===== src/rtl/wb_rr_arb.sv =====
// Round-robin Wishbone arbiter: NUM_PORTS masters share one slave, one tenure at a time.
// Optional stalled-strobe timeout is compiled in with `define WB_ARB_TIMEOUT_EN.
module wb_rr_arb #(
  parameter int NUM_PORTS      = 4,
  parameter int TIMEOUT_CYCLES = 255
) (
  input  logic                    clk,
  input  logic                    rst,
  input  logic [NUM_PORTS-1:0]    m_cyc,
  input  logic [NUM_PORTS-1:0]    m_stb,
  input  logic [NUM_PORTS-1:0]    m_we,
  input  logic [4*NUM_PORTS-1:0]  m_sel,
  input  logic [32*NUM_PORTS-1:0] m_adr,
  input  logic [32*NUM_PORTS-1:0] m_datw,
  output logic [NUM_PORTS-1:0]    m_ack,
  output logic [NUM_PORTS-1:0]    m_err,
  output logic [31:0]             m_datr,
  output logic                    wb_cyc,
  output logic                    wb_stb,
  output logic                    wb_we,
  output logic [3:0]              wb_sel,
  output logic [31:0]             wb_adr,
  output logic [31:0]             wb_datw,
  input  logic                    wb_ack,
  input  logic [31:0]             wb_datr,
  output logic [NUM_PORTS-1:0]    grant
);

  localparam int IDX_W = $clog2(NUM_PORTS);

  if (NUM_PORTS < 2 || NUM_PORTS > 16 || TIMEOUT_CYCLES < 1 || TIMEOUT_CYCLES > 65535) begin : g_bad_param
    $error("wb_rr_arb: NUM_PORTS or TIMEOUT_CYCLES out of range");
  end

  typedef enum logic {
    IDLE = 1'b0,
    BUSY = 1'b1
  } state_t;

  state_t           state, state_nxt;
  logic [IDX_W-1:0] owner, owner_nxt;
  logic [IDX_W-1:0] last, last_nxt;
  logic [IDX_W-1:0] pick;
  logic             pick_valid;
  logic             busy;
  logic             own_cyc;
  logic             own_stb;
  logic             timeout_hit;

  assign busy    = (state == BUSY);
  assign own_cyc = m_cyc[owner];
  assign own_stb = m_stb[owner];

`ifdef WB_ARB_TIMEOUT_EN
  localparam logic [15:0] TIMEOUT_LIMIT = 16'(TIMEOUT_CYCLES);

  logic [15:0] stall_cnt;

  assign timeout_hit = busy && (stall_cnt == TIMEOUT_LIMIT);

  // Counts only cycles where the slave sees a live strobe without an ack.
  always_ff @(posedge clk or posedge rst) begin
    if (rst) begin
      stall_cnt <= '0;
    end else if (!busy || !own_cyc || wb_ack || timeout_hit) begin
      stall_cnt <= '0;
    end else if (own_stb) begin
      stall_cnt <= stall_cnt + 16'd1;
    end
  end

  assign m_err = timeout_hit ? grant : '0;
`else
  assign timeout_hit = 1'b0;
  assign m_err       = '0;
`endif

  // First requester strictly after the previous owner, wrapping around.
  always_comb begin
    pick       = '0;
    pick_valid = 1'b0;
    for (int k = 1; k <= NUM_PORTS; k++) begin
      if (!pick_valid && m_cyc[(int'(last) + k) % NUM_PORTS]) begin
        pick_valid = 1'b1;
        pick       = IDX_W'((int'(last) + k) % NUM_PORTS);
      end
    end
  end

  // NOTE: every variable gets a default before the case so no latch is inferred.
  always_comb begin
    state_nxt = state;
    owner_nxt = owner;
    last_nxt  = last;
    case (state)
      IDLE: begin
        if (pick_valid) begin
          state_nxt = BUSY;
          owner_nxt = pick;
        end
      end
      BUSY: begin
        if (!own_cyc || timeout_hit) begin
          state_nxt = IDLE;
          last_nxt  = owner;
        end
      end
      default: state_nxt = IDLE;
    endcase
  end

  // NOTE: sequential state uses non-blocking assignments so all registers update together.
  always_ff @(posedge clk or posedge rst) begin
    if (rst) begin
      state <= IDLE;
      owner <= '0;
      last  <= IDX_W'(NUM_PORTS - 1);
    end else begin
      state <= state_nxt;
      owner <= owner_nxt;
      last  <= last_nxt;
    end
  end

  always_comb begin
    grant = '0;
    if (busy) grant[owner] = 1'b1;
  end

  assign m_ack   = wb_ack ? grant : '0;
  assign m_datr  = wb_datr;

  assign wb_cyc  = busy && own_cyc && !timeout_hit;
  assign wb_stb  = busy && own_stb && !timeout_hit;
  assign wb_we   = busy && m_we[owner];
  assign wb_sel  = busy ? m_sel[int'(owner)*4 +: 4]    : '0;
  assign wb_adr  = busy ? m_adr[int'(owner)*32 +: 32]  : '0;
  assign wb_datw = busy ? m_datw[int'(owner)*32 +: 32] : '0;

endmodule


===== config.mk =====
export PLATFORM = sky130hd
export DESIGN_NAME = wb_rr_arb
export DESIGN_NICKNAME = d
export VERILOG_FILES = /design/src/rtl/wb_rr_arb.sv
export SDC_FILE = /design/constraint.sdc
export NUM_CORES = 1
export LEC_CHECK = 0
export ABC_AREA = 0
export CORE_AREA = 2 2 170 172
export DETAILED_ROUTE_END_ITERATION = 6
export DIE_AREA = 0 0 172 174
export DONT_BUFFER_PORTS = 1
export GPL_ROUTABILITY_DRIVEN = 0
export GPL_TIMING_DRIVEN = 0
export PLACE_DENSITY = 0.33
export SYNTH_ARGS = -nofsm -noshare
export SYNTH_HDL_FRONTEND = slang
export SYNTH_SLANG_ARGS = --single-unit
export TNS_END_PERCENT = 50

===== constraint.sdc =====
create_clock -name clk -period 1.98 [get_ports clk]
set_input_delay 0 -clock clk [delete_from_list [all_inputs] [get_ports clk]]
set_output_delay 0 -clock clk [all_outputs]
set_load 0.01 [all_outputs]

==> Word level (Yosys, flattened, before mapping) <==
Cells that the tools add are included.
{ "totals": {"ff_bits": 5, "input_bits": 319, "output_inout_bits": 115, "elab_cells": 74} }
{ "classes": {"magnitude_cmp": 6, "n_reduce_logical": 16, "muxes": 36, "shift": 3, "n_bitwise": 6, "n_addsub": 4} }
{ "op_table": {"columns": ["operator", "count"], "rows": [
  ["variable part select 128 x 8 -> 32 bit", 2],
  ["two-way mux 32 bit", 2],
  ["two-way mux 1 bit", 18],
  ["less-than comparator 3 x 4 -> 1 bit (second input constant)", 4],
  ["variable part select 16 x 5 -> 4 bit", 1],
  ["binary-select mux 1 bit (select 2 bit)", 7],
  ["two-way mux 4 bit", 3],
  ["two-way mux 2 bit", 4],
  ["OR reduction 2 bit", 4],
  ["logical AND 1 bit", 7],
  ["adder 2 x 1 -> 2 bit (second input constant)", 2],
  ["adder 2 bit (second input constant)", 2],
  ["AND 1 bit (first input constant)", 4],
  ["AND reduction 2 bit", 2],
  ["logical NOT 1 bit", 3],
  ["less-than comparator 2 x 3 -> 1 bit (second input constant)", 1],
  ["demux 1 bit (select 2 bit)", 1],
  ["greater-or-equal comparator 2 x 1 -> 1 bit (second input constant)", 1],
  ["inverter 1 bit", 2],
  ["case mux 1 bit (2 select lines)", 1]
]} }

==> Depth between registers and ports, before layout <==
{ "logic_depth": {"ltp_word": 18, "mapped_depth": 5, "ltp_nobuf": 4} }

==> Worst setup path after synthesis <==
No wires, ideal clock.
{ "synth_path": {"path_kind": "flip-flop to output port", "startpoint": "register owner[0]", "endpoint": "output wb_datw[10]", "path_buffers": 3, "required_ns": 1.980, "arrival_time_ns": 1.445, "stages_incl_launch_ff": 6, "path_slack_ns": 0.535, "cell_sequence": "dfrtp_1 -> buf_6 -> buf_6 -> buf_6 -> mux4_2 -> and2_1"} }
{ "synth_via": {"elab_chain_len": 2} }
{ "synth_lines": {"columns": ["element", "line", "rtl"], "rows": [
  ["start, declared", "41", "logic [IDX_W-1:0] owner, owner_nxt;"],
  ["start signal, assigned", "120", "owner <= owner_nxt;"],
  ["variable part select 128 x 8 -> 32 bit", "138", "assign wb_datw = busy ? m_datw[int'(owner)*32 +: 32] : '0;"],
  ["two-way mux 32 bit", "138", null],
  ["end, declared", "23", "output logic [31:0] wb_datw,"]
]} }
No other way between the ends.

==> Worst setup path in the final report <==
{ "layout_path": {"startpoint": "register owner[0]", "endpoint": "output wb_datw[27]"} }
The elaborated chain is that of the path after synthesis.

==> impl_metrics.yaml <==
detailed_routing:
  detail-route-antenna-nets: 0
  drtIter0Drc: 98
  post-route-drc-count: 0
  via_per_inst: 3.80
  via_count: 2492
  dr.pass1.iters: 4
  routed_wirelength_um: 15100
  wl_per_cell_um: 23.0
timing:
  max_slew_margin_pct: 64.0
  timing.final.crit_period_ps: 1880
  rsz0062_at_grt: "false"
  whs_ps: 15.1
  layout_setup_ws_ps: 99.5
  hold_viol: 0
  maxSlewViolCount: 0
  fmax_mhz: 532
  fin_worst_skew_ps: 0.586
  finalSetupViolCount: 0
  period_share_pct: 95.0
  setup_tns_ps: 0
  tightest_slew_ps: 540
global_routing:
  grt_pass1_wl_um: 18600
  overflow: 0
  grt_max_degree: 11
  grtUsageTotal_pct: 8.79
  antenna_found_initial: 10
  grt_pass1_vias: 2828
placed_design:
  hpwlAfterDp_um: 13500
  pre_cts_slack_ps: -34.3
  port_buffers: 0
  dp.cells: 639
  postPlaceCellArea_um2: 3310
finish:
  stdcell_area_um2: 3470
  nets: 582
  multiInputGateArea_um2: 2270
  drive_above_1_share_pct: 50.4
  fillers: 3294
  finalNonFillerCells: 655
  seq_area_um2: 128
  syn2layout_area_growth_pct: 23.4
  post-route-util_pct: 12.3
floorplanning:
  pin_count: 434
  start_util_pct: 9.97
  core.rowCount: 62
  dieHeight_um: 174
  core_area_um2: 28200
  fp.dieW_um: 172
  die_area_um2: 29900
worst_setup_path:
  path_common_cell: "buf_12"
  arrival_ps: 1880
  crit_slowest_cell: "mux4_2"
  worstPathRequired_ps: 1980
  slowest_delay_ps: 540
  path_cells: "buf_6 > buf_12 > buf_12 > mux4_2 > and2_1"
  crit_path_start_kind: "register"
  critPathKind: "reg2out"
  worst-path-max-fanout: 10
  cp-end-kind: "output pin"
synth:
  syn_area_per_cell_um2: 11.2
  ys_seq_elements: 5
  seq_area_frac_synth_pct: 4.53
  syn_inst: 252
  syn-cell-area_um2: 2820
  synth.distinct_cells: 24
  yosysWarnings: 0
cts:
  ctsHtreeMaxLevel: 1
  clkTransAtPathRegs_ps: 30
  worstSkewPairLatency_ps: 220
  cts_tree: "yes"
  cts_root_buf: "clkbuf_16"
  cts_buffer_depth: 2
  clock_sinks: 5
  cts_setup_buffers: 0
  cts_made_buffers: 3
power_and_ir_drop:
  finalPower_mw: 5.01
  peakVddDrop_uv: 469
  p_per_area_nw_per_um2: 1440
  cellLeakagePower_nw: 1.16
run:
  cap_violations: 0
status:
  status: "complete, no violations"
min_path:
  min_path_type: "in2reg"
layout by cell type (no fill, tap or decap):
master         instances
buf_12                 2
a21o_1                 1
a21boi_0               1
buf_8                  1
nand2b_4               1
clkbuf_4               1
o221ai_1               2
a31oi_1                2
and2_1                71
clkbuf_16              3
buf_6                  2
mux2_4                 1
buf_2                  8
dlygate4sd3_1          3
o21ai_0                3
nand2b_1               1
inv_1                  5
nor3_1                 3
nor4_1                 1
nor2_1                 9
o22ai_1                2
conb_1                 4
diode_2                9
mux4_2                71
nand3_1                2
clkbuf_1              10
buf_4                 38
clkbuf_2               1
nor3_2                 1
nand2_1                7
dfstp_2                2
dfrtp_1                3
synthesized netlist by cell type:
library cell  instances  area (µm²)
mux4_2               71        1600
buf_4                36         270
nand2b_1              1        6.26
a21o_1                1        7.51
nand2b_4              1        13.8
a21boi_0              1        7.51
nor2_1                9        33.8
clkbuf_1             11        41.3
dfrtp_1               3        75.1
nor4_1                1        6.26
o22ai_1               2        12.5
o21ai_0               3        15.0
a31oi_1               2        12.5
nand2_1               7        26.3
nand3_1               2        10.0
o221ai_1              2        17.5
conb_1                1        3.75
buf_6                 5        56.3
inv_1                 5        18.8
and2_1               71         444
nor3_1                4        20.0
buf_2                10        50.1
mux2_4                1        15.0
dfstp_2               2        52.6
cell families after synthesis:
logic type / count (synthesis) / share of synthesized area, %
and+or+nand+nor: 96 / 19.9
muxes: 72 / 57.3
buffers and inverters: 67 / 15.5
AOI/OAI and AO/OA: 11 / 2.58
DFF: 5 / 4.53
other: 1 / 0.133
routing by layer:
metal | up-vias | GRT usage [%] | part of all wire (%)
li1 | 956 | - | -
met1 | 1191 | 9.01 | 33
met2 | 317 | 17.1 | 53
met3 | 26 | 1.39 | 10
met4 | 2 | 4.06 | 3.5
met5 | - | 0 | 0.086
where the power goes:
group | leakage (nW) | switching, mW | total (mW) | internal, mW
sequential | 0.0538 | 0.0703 | 0.241 | 0.171
clock | 0.0382 | 0.0615 | 0.328 | 0.266
combinational | 1.07 | 2.37 | 4.44 | 2.06
flip-flops by register name, indices dropped and copies added (netlist names):
name	cells
busy	1
last	2
owner	2
final timing paths:
check                      slack [ps]          end  cells after the start      from
min in group asynchronous         120     owner[1]                      2       rst
min                                20     owner[1]                      3  m_cyc[0]
min reg2reg                       520      last[1]                      2   last[1]
max in group asynchronous        1620      last[0]                      2       rst
max reg2reg                       430      last[0]                      4  owner[1]
max                               100  wb_datw[27]                      5  owner[0]
worst max-delay path, delay by kind of cell (launching register included):
| kind | cells | cell delay, ps |
|---|---|---|
| multiplexers | 1 | 540 |
| buffers and inverters | 3 | 520 |
| flip-flops | 1 | 330 |
| AND/OR/NAND/NOR | 1 | 240 |
layout make-up:
class / count / share of cell area (%)
multi-input combinational: 183 / 65.3
sequential: 5 / 3.67
timing repair buffer: 3 / 0.864
antenna: 9 / 0.648
clock buffer: 4 / 2.27
buffer: 62 / 12.9
inverter: 5 / 0.540
tap: 384 / 13.8
repair_timing:
action | 4_1_cts | 5_1_grt
resized for setup | 7 | 5
hold buffers | 3 | 0
gates cloned | 0 | 0
hold endpoints to repair | 6 | 0
endpoints found under the setup margin | 49 | 8
Power figures use the tool's default switching activity.
